### config.mk
export PLATFORM = sky130hd
export DESIGN_NAME = fetch_unit
export DESIGN_NICKNAME = d
export VERILOG_FILES = /design/src/rtl/fetch_unit.sv
export SDC_FILE = /design/constraint.sdc
export NUM_CORES = 1
export LEC_CHECK = 0
export ABC_AREA = 1
export CAP_MARGIN = 20
export CORE_MARGIN = 3
export CORE_UTILIZATION = 62
export CTS_BUF_LIST = sky130_fd_sc_hd__clkbuf_8
export DETAILED_ROUTE_END_ITERATION = 10
export PLACE_DENSITY = 0.83
export SLEW_MARGIN = 30
export SYNTH_ARGS = -nofsm -noshare
export SYNTH_HDL_FRONTEND = slang
export SYNTH_SLANG_ARGS = --single-unit
### constraint.sdc
create_clock -name clk -period 13.9 [get_ports clk]
set_clock_uncertainty 0.15 [all_clocks]
set_input_delay 4.17 -clock clk [delete_from_list [all_inputs] [get_ports clk]]
set_output_delay 4.17 -clock clk [all_outputs]
set_load 0.01 [all_outputs]
### src/rtl/fetch_unit.sv
// Instruction-fetch front end: owns the fetch PC, issues credit-limited requests
// to a variable-latency memory and buffers in-order responses for decode.
module fetch_unit #(
   parameter int unsigned     XLEN         = 32,
   parameter logic [XLEN-1:0] RESET_VECTOR = '0,
   parameter int unsigned     DEPTH        = 4
) (
   input  logic            clk,
   input  logic            n_rst,
   input  logic            redirect_valid,
   input  logic [XLEN-1:0] redirect_pc,
   output logic            imem_req_valid,
   input  logic            imem_req_ready,
   output logic [XLEN-1:0] imem_req_addr,
   input  logic            imem_rsp_valid,
   input  logic [XLEN-1:0] imem_rsp_data,
   input  logic            imem_rsp_err,
   output logic            out_valid,
   input  logic            out_ready,
   output logic [XLEN-1:0] out_instr,
   output logic [XLEN-1:0] out_pc,
   output logic            out_fault
);

   localparam int unsigned     CW      = $clog2(DEPTH + 1);
   localparam int unsigned     PW      = $clog2(DEPTH);
   localparam logic [CW:0]     CREDITS = (CW + 1)'(DEPTH);
   localparam logic [XLEN-1:0] PC_STEP = XLEN'(4);

   typedef struct packed {
      logic [XLEN-1:0] instr;
      logic [XLEN-1:0] pc;
      logic            fault;
   } entry_t;

   entry_t          fifo_mem [DEPTH];
   entry_t          head;
   logic [XLEN-1:0] fetch_pc;
   logic [XLEN-1:0] rsp_pc;
   logic [XLEN-1:0] redirect_tgt;
   logic [CW-1:0]   count;
   logic [CW-1:0]   outstanding;
   logic [CW-1:0]   drop_cnt;
   logic [CW-1:0]   outstanding_after_rsp;
   logic [PW-1:0]   rd_ptr;
   logic [PW-1:0]   wr_ptr;
   logic [CW:0]     inflight;
   logic            req_fire;
   logic            deq;
   logic            keep;
   logic            unused_pc_lsb;

   function automatic logic [PW-1:0] next_ptr(input logic [PW-1:0] p);
      return (p == PW'(DEPTH - 1)) ? '0 : p + PW'(1);
   endfunction

   // Buffered entries plus in-flight requests (stale ones included) bound new requests
   assign inflight       = {1'b0, count} + {1'b0, outstanding};
   assign imem_req_valid = n_rst && (inflight < CREDITS) && !redirect_valid;
   assign imem_req_addr  = fetch_pc;
   assign req_fire       = imem_req_valid && imem_req_ready;

   assign redirect_tgt   = {redirect_pc[XLEN-1:2], 2'b00};
   assign unused_pc_lsb  = ^redirect_pc[1:0];

   assign outstanding_after_rsp = outstanding - CW'(imem_rsp_valid);
   assign keep = imem_rsp_valid && (drop_cnt == '0) && !redirect_valid;

   assign head      = fifo_mem[rd_ptr];
   assign out_valid = (count != '0);
   assign out_instr = head.instr;
   assign out_pc    = head.pc;
   assign out_fault = head.fault;
   assign deq       = out_valid && out_ready;

   // Control state; a redirect flushes the buffer and marks every in-flight response stale
   always_ff @(posedge clk or negedge n_rst) begin
      if (!n_rst) begin
         fetch_pc    <= RESET_VECTOR;
         rsp_pc      <= RESET_VECTOR;
         count       <= '0;
         outstanding <= '0;
         drop_cnt    <= '0;
         rd_ptr      <= '0;
         wr_ptr      <= '0;
      end else if (redirect_valid) begin
         fetch_pc    <= redirect_tgt;
         rsp_pc      <= redirect_tgt;
         count       <= '0;
         rd_ptr      <= '0;
         wr_ptr      <= '0;
         outstanding <= outstanding_after_rsp;
         drop_cnt    <= outstanding_after_rsp;
      end else begin
         if (req_fire) begin
            fetch_pc <= fetch_pc + PC_STEP;
         end
         outstanding <= outstanding + CW'(req_fire) - CW'(imem_rsp_valid);
         if (imem_rsp_valid && (drop_cnt != '0)) begin
            drop_cnt <= drop_cnt - CW'(1);
         end
         if (keep) begin
            rsp_pc <= rsp_pc + PC_STEP;
            wr_ptr <= next_ptr(wr_ptr);
         end
         if (deq) begin
            rd_ptr <= next_ptr(rd_ptr);
         end
         count <= count + CW'(keep) - CW'(deq);
      end
   end

   // Buffer storage carries no reset; only the count qualifies its contents
   always_ff @(posedge clk) begin
      if (keep) begin
         fifo_mem[wr_ptr] <= '{instr: imem_rsp_data, pc: rsp_pc, fault: imem_rsp_err};
      end
   end

endmodule

==> results_dict.tcl <==
set metrics [dict create \
    outcome "finished clean" \
    overflow 0 \
    period_share_pct 73.6 \
    arrival_ps 5920 \
    whs_endpoint "imem_req_addr[3]$_DFFE_PN0N_" \
    ioPinCount 170 \
    cp.required_ps 9580 \
    netlist.area_leader.share_pct 52.8 \
    vias 10826 \
    grt_pass1_vias 10841 \
    setup_ws_ps 3660 \
    areaGrowthSynthToFinish_pct 20.1 \
    fmax_mhz 97.7 \
    multi_input_area_mm2 0.00440 \
    crit_chain "clkdlybuf4s50_1 -> buf_4 -> or2_4 -> nor3_1 -> clkdlybuf4s50_1" \
    synth_top_family_by_area "simple AND/OR/NAND/NOR gates" \
    antenna_left 0 \
    post-dp-hpwl_um 21000 \
    hp-start "imem_req_addr[3]$_DFFE_PN0N_" \
    critPathTopFamily "buffers and inverters" \
    synth_compound_area_share_pct 9.99 \
    period_minus_slack_ps 10240 \
    grt_pass1_wl_um 53700 \
    cts_buffers 51 \
    cts_setup_buffers 0 \
    die_w_um 158 \
    place_congestion 0.902 \
    avgRoutedWirePerCell_um 18.4 \
    ctsLongestPathBuffers 3 \
    drt_iter0_markers 927 \
    cap_viol_max_count 0 \
    p_per_area_mw_per_mm2 166 \
    report.final.slew_viol_count 0 \
    postSynthAreaPerCell_um2 10.5 \
    slowest_stage "clkdlybuf4s50_1" \
    synthMuxAreaShare_pct 0 \
    drc_errors 0 \
    synthArstFlopShare_pct 22.5 \
    fin_util_pct 75.9 \
    ctsHoldBuffers 0 \
    hold_violations 0 \
    drive_gt1_share_pct 6.73 \
    yosys.area_share.simple_pct 17.0 \
    synth_cell_types 38 \
    io_buffers 163 \
    synthXorXnorAreaFrac_pct 1.65 \
    core_mm2 0.0227 \
    r2r_cells 7 \
    slowest_delay_ps 560 \
    r2r_setup_slack_ps 10360 \
    grt_max_degree 123 \
    yosys.area_share.adder_pct 1.76 \
    yosys_warnings 0 \
    pre_cts_ws_ps 3670 \
    path_common_cell "clkdlybuf4s50_1" \
    cts_tree "yes" \
    dr.pass1.iters 5 \
    slew-limit-headroom_pct 39.6 \
    worst_pin_slew_ps 907 \
    yosysTopAreaCell "edfxtp_1" \
    tns_ps 0 \
    dieHeight_um 158 \
    path_class "input port to output pin" \
    grt_antenna_before_repair 0 \
    setup_viol 0 \
    clkTransAtPathRegs_ps 60 \
    num_antenna_cells 0 \
    ys_seq_elements 325 \
    hold_path_class "register to register" \
    initial_core_util_pct 63.2 \
    track_usage_pct 27.3 \
    cts_sinks 325 \
    synth_ff_type "edfxtp_1" \
    rsz0062_at_grt "false" \
    insertion_delay_ps 570 \
    p_leak_nw 6.46 \
    routed_via_density 5.82 \
    die_area_mm2 0.0250 \
    synth.area.top_cells "edfxtp_1 53%, dfrtp_1 13%, nand2_1 6.7%" \
    cts_root_buf "clkbuf_8" \
    peakVddDrop_mv 0.106 \
    cts_resized 0 \
    nNetsFinal 1627 \
    r2r_end "fifo_mem[1][42]$_DFFE_PP_" \
    path_buf_inv 3 \
    synthesis.area_mm2 0.0143 \
    start_kind "input port" \
    synthTopCellsByCount "256 x nand2_1, 252 x edfxtp_1, 226 x nor2_1" \
    worstReg2RegStart "drop_cnt[0]$_DFFE_PN0P_" \
    synthCells 1365 \
    wl_um 34200 \
    synth_edf_count 252 \
    fillerInstances 1477 \
    cp-end-kind "output pin" \
    yosys.cell_count.top_type "nand2_1" \
    worstHoldPathCells 1 \
    crit_path_max_fanout 46 \
    cts-htree-levels 2 \
    yosysSeqAreaShare_pct 65.5 \
    ff_latch_area_mm2 0.00940 \
    rows 55 \
]
## area by class of cell
class | instances | share of cell area (%)
sequential | 325 | 54.5
multi-input combinational | 899 | 25.5
timing repair buffer | 175 | 10.1
clock buffer | 54 | 4.31
tap | 285 | 2.07
inverter | 85 | 1.87
clock inverter | 38 | 1.53
## worst register-to-register path, cell delays in order, from the launching register on
cell and delay, ps:
dfrtp_1 380, inv_1 90, ha_1 190, nand3_2 210, nor2_2 720, inv_2 320, nor2_4 370, buf_4 690
## per-layer routing
layer / track usage [%] / vias up / part of all wire, %
li1: - / 5080 / -
met1: 36.4 / 5125 / 39
met2: 44.9 / 544 / 48
met3: 5.71 / 77 / 10
met4: 9.71 / 0 / 2.7
met5: 0 / - / 0
## cell usage in the layout, fill, tap and decap left out, types with 3 or more instances in the layout
cell type and count:
nand2_1 256, edfxtp_1 252, nor2_1 222, clkdlybuf4s50_1 162
o21ai_0 152, inv_1 99, nand3_1 75, dfrtp_1 71
o22ai_1 63, clkbuf_8 54, xor2_1 18, o211ai_1 17
ha_1 17, a21oi_1 14, xnor2_1 9, buf_4 9
nor3_1 8, nor2_4 6, nand3b_1 6, inv_2 6
clkinv_2 6, nand4_1 5, clkinv_1 5, or2_2 4
conb_1 4, bufinv_16 4, nor2_2 3, o21bai_1 3
o21a_1 3, a31oi_1 3
## sequential cells by signal, summed over array words and instances, names as in the netlist
signal         count
wr_ptr             2
rd_ptr             2
count              3
drop_cnt           3
imem_req_addr     30
outstanding        3
rsp_pc            30
fifo_mem         252
## logic make-up after synthesis
kind of cell / count (synthesis)
and+or+nand+nor: 592
buffers and inverters: 144
xor gates and xnor gates: 27
AOI/OAI and AO/OA: 257
adders and majority gates: 19
DFF: 325
other: 1
## per-stage QoR
step                instances  cell area (µm²)  total power [W]  hold WS [ps]
floorplan                1368            14400          0.00168           346
global placement         1768            16200          0.00204           383
detailed placement       1768            16200          0.00208           403
CTS                      1860            17200          0.00287           419
global route             1861            17200          0.00301           460
finish                   1861            17200          0.00286           420
## power breakdown
part           switching [W]  leakage [nW]  total (W)  internal (W)
Sequential         0.0000979          3.16    0.00123       0.00113
Combinational       0.000464          2.70   0.000832      0.000368
Clock               0.000357         0.598   0.000791      0.000434
## worst max path at each step
stage	cells after the start	slack, ps	start	end
final	5	3660	redirect_valid	imem_req_valid
after global routing	5	3530	redirect_valid	imem_req_valid
after CTS	5	3650	redirect_valid	imem_req_valid
after detailed placement	5	3670	redirect_valid	imem_req_valid
after global placement	5	3660	redirect_valid	imem_req_valid
after floorplan	3	4730	redirect_valid	imem_req_valid
(Power assumes the default switching activity.)
